[src/rtl/cmd_sched_pkg.sv]
`default_nettype none
// ============================================================================
// Module  : cmd_sched_pkg
// Brief   : State encoding, command byte values and byte decoder for cmd_scheduler.
// Rev     : 1.0
// ============================================================================
package cmd_sched_pkg;

  typedef enum logic [1:0] {
    IDLE     = 2'd0,
    RUN      = 2'd1,
    COOLDOWN = 2'd2
  } sched_state_t;

  localparam logic [3:0] CMD_RUN_PREFIX = 4'h1;
  localparam logic [7:0] CMD_ABORT      = 8'h00;
  localparam logic [7:0] CMD_CLEAR      = 8'hFF;

  typedef struct packed {
    logic run;
    logic abort;
    logic clear;
    logic bad;
  } cmd_dec_t;

  // Exactly one field is set for any byte; RUN to a missing unit counts as bad.
  function automatic cmd_dec_t decode_cmd(input logic [7:0] cmd_byte, input int n_units);
    cmd_dec_t d;
    d = '0;
    if (cmd_byte == CMD_ABORT) begin
      d.abort = 1'b1;
    end else if (cmd_byte == CMD_CLEAR) begin
      d.clear = 1'b1;
    end else if (cmd_byte[7:4] == CMD_RUN_PREFIX && int'(cmd_byte[3:0]) < n_units) begin
      d.run = 1'b1;
    end else begin
      d.bad = 1'b1;
    end
    return d;
  endfunction

endpackage
`default_nettype wire

[src/rtl/sched_watchdog.sv]
`default_nettype none
// ============================================================================
// Module  : sched_watchdog
// Brief   : Saturating cycle counter; expired is high once TIMEOUT_CYCLES is reached.
// Rev     : 1.0
// ============================================================================
module sched_watchdog #(
  parameter int TIMEOUT_CYCLES = 50_000_000
) (
  input  logic clk,
  input  logic reset,
  input  logic clear,
  input  logic enable,
  output logic expired
);

  localparam int              CW      = $clog2(TIMEOUT_CYCLES + 1);
  localparam logic [CW-1:0]   C_LIMIT = CW'(TIMEOUT_CYCLES);

  logic [CW-1:0] r_count;

  always_ff @(posedge clk or negedge reset) begin
    if (!reset) begin
      r_count <= '0;
    end else if (clear) begin
      r_count <= '0;
    end else if (enable && r_count != C_LIMIT) begin
      r_count <= r_count + 1'b1;
    end
  end

  assign expired = (r_count == C_LIMIT);

endmodule
`default_nettype wire

[src/rtl/cmd_scheduler.sv]
`default_nettype none
// ============================================================================
// Module  : cmd_scheduler
// Brief   : Decodes UART command bytes and runs one function unit at a time.
//           Define CMD_SCHED_WATCHDOG_EN to enable the hung-command watchdog.
// Rev     : 1.0
// ============================================================================
module cmd_scheduler
  import cmd_sched_pkg::*;
#(
  parameter int N_UNITS        = 4,
  parameter int TIMEOUT_CYCLES = 50_000_000
) (
  input  logic               clk_50mhz,
  input  logic               reset,
  input  logic [7:0]         rx_data,
  input  logic               rx_ready,
  input  logic [N_UNITS-1:0] done,
  output logic [N_UNITS-1:0] activate,
  output logic [7:0]         status,
  output logic               busy,
  output logic               err_cmd,
  output logic               err_busy,
  output logic               err_timeout
);

  if (N_UNITS < 1 || N_UNITS > 16 || TIMEOUT_CYCLES < 2) begin : g_param_check
    $error("cmd_scheduler: N_UNITS or TIMEOUT_CYCLES out of range");
  end

  sched_state_t       r_state, w_state_nxt;
  cmd_dec_t           w_cmd;
  logic [N_UNITS-1:0] r_sel, w_sel_nxt;
  logic [N_UNITS-1:0] r_activate, w_activate_nxt;
  logic [7:0]         r_status, w_status_nxt;
  logic               r_busy, w_busy_nxt;
  logic               r_err_cmd, w_err_cmd_nxt;
  logic               r_err_busy, w_err_busy_nxt;
  logic               r_err_timeout, w_err_timeout_nxt;
  logic               w_launch, w_done_k, w_expired;

  assign w_cmd    = rx_ready ? decode_cmd(rx_data, N_UNITS) : '0;
  assign w_launch = (r_state == IDLE) && w_cmd.run;
  assign w_done_k = |(done & r_sel);

`ifdef CMD_SCHED_WATCHDOG_EN
  sched_watchdog #(
    .TIMEOUT_CYCLES(TIMEOUT_CYCLES)
  ) u_watchdog (
    .clk    (clk_50mhz),
    .reset  (reset),
    .clear  (w_launch),
    .enable (r_state != IDLE),
    .expired(w_expired)
  );
`else
  assign w_expired = 1'b0;
`endif

  always_ff @(posedge clk_50mhz or negedge reset) begin
    if (!reset) r_state <= IDLE;
    else        r_state <= w_state_nxt;
  end

  // Watchdog beats done/abort; done beats abort.
  always_comb begin
    w_state_nxt = r_state;
    case (r_state)
      IDLE:     if (w_cmd.run) w_state_nxt = RUN;
      RUN: begin
        if (w_expired)                    w_state_nxt = IDLE;
        else if (w_done_k || w_cmd.abort) w_state_nxt = COOLDOWN;
      end
      COOLDOWN: if (w_expired || !w_done_k) w_state_nxt = IDLE;
      default:  w_state_nxt = IDLE;
    endcase
  end

  always_comb begin
    w_sel_nxt    = r_sel;
    w_status_nxt = r_status;
    if (w_launch) begin
      for (int i = 0; i < N_UNITS; i++) w_sel_nxt[i] = (int'(rx_data[3:0]) == i);
      w_status_nxt = rx_data;
    end
    if (w_state_nxt == IDLE) w_status_nxt = 8'h00;
    w_activate_nxt    = (w_state_nxt == RUN) ? w_sel_nxt : '0;
    w_busy_nxt        = (w_state_nxt != IDLE);
    // Sticky flags: a set on the same cycle as CLEAR survives.
    w_err_cmd_nxt     = w_cmd.bad | (r_err_cmd & ~w_cmd.clear);
    w_err_busy_nxt    = (w_cmd.run & (r_state != IDLE)) | (r_err_busy & ~w_cmd.clear);
    w_err_timeout_nxt = (w_expired & (r_state != IDLE)) | (r_err_timeout & ~w_cmd.clear);
  end

  always_ff @(posedge clk_50mhz or negedge reset) begin
    if (!reset) begin
      r_sel         <= '0;
      r_activate    <= '0;
      r_status      <= 8'h00;
      r_busy        <= 1'b0;
      r_err_cmd     <= 1'b0;
      r_err_busy    <= 1'b0;
      r_err_timeout <= 1'b0;
    end else begin
      r_sel         <= w_sel_nxt;
      r_activate    <= w_activate_nxt;
      r_status      <= w_status_nxt;
      r_busy        <= w_busy_nxt;
      r_err_cmd     <= w_err_cmd_nxt;
      r_err_busy    <= w_err_busy_nxt;
      r_err_timeout <= w_err_timeout_nxt;
    end
  end

  assign activate    = r_activate;
  assign status      = r_status;
  assign busy        = r_busy;
  assign err_cmd     = r_err_cmd;
  assign err_busy    = r_err_busy;
  assign err_timeout = r_err_timeout;

endmodule
`default_nettype wire

[config.mk]
export PLATFORM = sky130hd
export DESIGN_NAME = cmd_scheduler
export DESIGN_NICKNAME = d
export VERILOG_FILES = /design/src/rtl/cmd_sched_pkg.sv /design/src/rtl/sched_watchdog.sv /design/src/rtl/cmd_scheduler.sv
export SDC_FILE = /design/constraint.sdc
export NUM_CORES = 1
export LEC_CHECK = 0
export CORE_ASPECT_RATIO = 1.1
export CORE_MARGIN = 2
export CORE_UTILIZATION = 41
export DETAILED_ROUTE_END_ITERATION = 8
export GPL_TIMING_DRIVEN = 0
export PLACE_DENSITY = 0.7
export SLEW_MARGIN = 20
export SYNTH_ARGS = -nofsm -noshare
export SYNTH_HDL_FRONTEND = slang
export SYNTH_SLANG_ARGS = --single-unit
[constraint.sdc]
create_clock -name clk_50mhz -period 1.2 [get_ports clk_50mhz]
set_input_delay 0.24 -clock clk_50mhz [delete_from_list [all_inputs] [get_ports clk_50mhz]]
set_output_delay 0.24 -clock clk_50mhz [all_outputs]
set_load 0.02 [all_outputs]
==> results.sh <==
export IMPL_outcome="complete, but fails checks"
export IMPL_violations="negative setup slack"
export IMPL_worstMarginPinSlew_ns=0.971
export IMPL_finalCritPeriodShare=1.02
export IMPL_crit_fanout=9
export IMPL_final_nets=155
export IMPL_worst_r2r_path_depth=3
export IMPL_p_comb_frac=0.199
export IMPL_layout_min_cycle_time_ns=1.23
export IMPL_grt_first_pass_wirelength_um=4010
export IMPL_cts_tree="done"
export IMPL_grt_max_degree=23
export IMPL_synthesis_area_um2=1070
export IMPL_setup_ws_ns=-0.0294
export IMPL_ctsRootBufferMaster="clkbuf_4"
export IMPL_synth_seq_cells=22
export IMPL_critical_path_class="input pin to register"
export IMPL_layout_drive_gt1_share=0.360
export IMPL_die_w_um=52.6
export IMPL_numCtsBuffers=3
export IMPL_core_area_um2=2500
export IMPL_fin_skew_ns=0.00761
export IMPL_grt_pass1_vias=915
export IMPL_start_kind="input pin"
export IMPL_hold_path_class="input pin to async pin"
export IMPL_seqPwrFrac=0.528
export IMPL_postRouteAntennaNets=0
export IMPL_synth_seq_area_share=0.516
export IMPL_clock_path_buffers=2
export IMPL_arrival_ns=1.44
export IMPL_grt_usage=0.175
export IMPL_gp_congestion=0.765
export IMPL_die_h_um=57.5
export IMPL_synth_cells=96
export IMPL_p_int_uw=1090
export IMPL_power_leakage_uw=0.000745
export IMPL_fmax_ghz=0.813
export IMPL_n_antenna_cell=0
export IMPL_p_per_area_nw_per_um2=1000
export IMPL_clkPwrFrac=0.273
export IMPL_wirelength_um=2560
export IMPL_io_pins=31
export IMPL_max_slew_margin_rel=0.353
export IMPL_clk_latency_ns=0.30
export IMPL_grt_overflow=0
export IMPL_area_growth_pct=40.5
export IMPL_row_count=19
export IMPL_clk_pin_slew_ns=0.13
export IMPL_drtIter0Drc=17
export IMPL_layout_cells_most_common="dfrtp_1"
export IMPL_cts_sinks=22
export IMPL_antenna_found_initial=0
export IMPL_postCtsHoldBufs=0
export IMPL_dp_hpwl_um=1770
export IMPL_synth_cell_type_count=34
export IMPL_cts_max_level=1
export IMPL_rsz0062_at_grt="true"
export IMPL_p_switching_uw=408
export IMPL_final_core_util=0.600
export IMPL_vias=931
export IMPL_final_max_slew_viol_count=0
export IMPL_cp_data_required_time_ns=1.41
export IMPL_crit_path_start="rx_data[5]"
export IMPL_swShare=0.272
export IMPL_reg2reg_to="r_sel[2]"
export IMPL_power_uw=1500
export IMPL_setup_violations=2
export IMPL_reg2reg_slack_ns=-0.03
export IMPL_final_hold_viol_count=0
export IMPL_die_area_um2=3020
export IMPL_drc=0
export IMPL_tns_ns=-0.0561
export IMPL_wl_per_cell_um=15.0
export IMPL_ys_warn_count=0
export IMPL_rr_startpoint="r_state[0]"
export IMPL_initial_utilization=0.427
export IMPL_firstDrtPassIters=4
export IMPL_synth_area_per_cell_um2=11.1
export IMPL_crit_end="r_sel[2]"
export IMPL_maxCapViolCount=0
export IMPL_ir_worst_vdd_mv=0.564
export IMPL_syn_nets=111
export IMPL_cp_end_kind="register"
export IMPL_most_common_layout_cells="20 x dfrtp_1, 16 x buf_2, 11 x nand4_1"
export IMPL_portBuffers=30
export IMPL_vias_per_cell=5.48
## per-stage QoR
step | setup slack [ns] | hold WS, ns | area [um^2] | instances
2_1_floorplan | 0.0697 | -0.0556 | 1070 | 96
3_3_place_gp | -0.455 | 0.491 | 1410 | 157
3_5_place_dp | -0.492 | 0.496 | 1410 | 157
4_1_cts | -0.0256 | 0.227 | 1460 | 167
5_1_grt | -0.0859 | 0.261 | 1500 | 170
6_report | -0.0294 | 0.188 | 1500 | 170
## per-layer routing
| layer | track usage | vias to the layer above | wire length (um) |
|---|---|---|---|
| li1 | - | 450 | - |
| met1 | 0.231 | 454 | 1150 |
| met2 | 0.291 | 25 | 1260 |
| met3 | 0.0262 | 2 | 130 |
| met4 | 0.0549 | 0 | 15 |
| met5 | 0 | - | 0 |
## flip-flops by register name, indices dropped and copies added, names as in the netlist
signal       cells
activate         4
busy             1
err_busy         1
err_cmd          1
err_timeout      1
r_sel            4
r_state          2
status           8
## power groups by stage
stage	combinational (uW)	clock (uW)	sequential (uW)
global route	325	452	796
finish	298	409	792
global placement	251	0	801
CTS	255	428	791
floorplan	113	0	816
detailed placement	257	0	803
## cells by family after synthesis
kind of cell | count (synthesis) | synth area share
flops | 22 | 0.516
compound gates | 28 | 0.195
simple gates | 39 | 0.252
buf+inv | 7 | 0.0364
## area by class of cell
cell class | instances | area, um^2
well taps | 31 | 38.8
plain buffers | 3 | 30.0
repair buffers | 39 | 295
fillers | 232 | 998
multi-input cells | 67 | 529
inverters | 4 | 15.0
clock buffers | 4 | 36.3
flip-flops and latches | 22 | 553
## cell usage after synthesis (all sizes together)
cell type	n	area share
a22oi	2	0.014
nor2	2	0.0070
nor2b	2	0.012
or2	1	0.0059
o22ai	1	0.0059
inv	4	0.014
a21oi	1	0.0047
nand4	11	0.065
nor3	1	0.0047
buf	3	0.022
a21bo	3	0.028
and3b	1	0.0082
and2b	3	0.021
dfrtp	22	0.52
nor4b	1	0.0082
a21o	1	0.0070
nand2b	1	0.0059
a22o	2	0.016
a2bb2oi	1	0.0082
o211ai	3	0.021
a31oi	1	0.0059
and2	1	0.0059
nor4	2	0.040
nand2	5	0.018
nand3	7	0.045
o21ai	6	0.032
and3	1	0.0070
o2bb2ai	2	0.016
a21boi	5	0.035
## worst max-delay path: stages
cell	delay (ns)
clkdlybuf4s50_1	0.46
and3b_1	0.26
buf_6	0.14
nand3_4	0.12
a21bo_1	0.21
## timing repair
item / in CTS / in global routing
gates cloned: 1 / 1
buffers inserted: 5 / 2
setup endpoints to repair: 37 / 25
hold endpoints to repair: 0 / 0
resized for setup: 70 / 24
pin swaps: 3 / 9
## worst min path at each step
stage | slack (ns) | cells after the start | end | start
after floorplan | -0.06 | 0 | activate[0] | reset
after global placement | 0.49 | 1 | err_timeout | err_timeout
after detailed placement | 0.50 | 1 | err_timeout | err_timeout
after CTS | 0.23 | 1 | r_sel[2] | reset
after global routing | 0.26 | 1 | r_sel[2] | reset
final | 0.19 | 1 | r_sel[2] | reset
(Power assumes the default switching activity.)
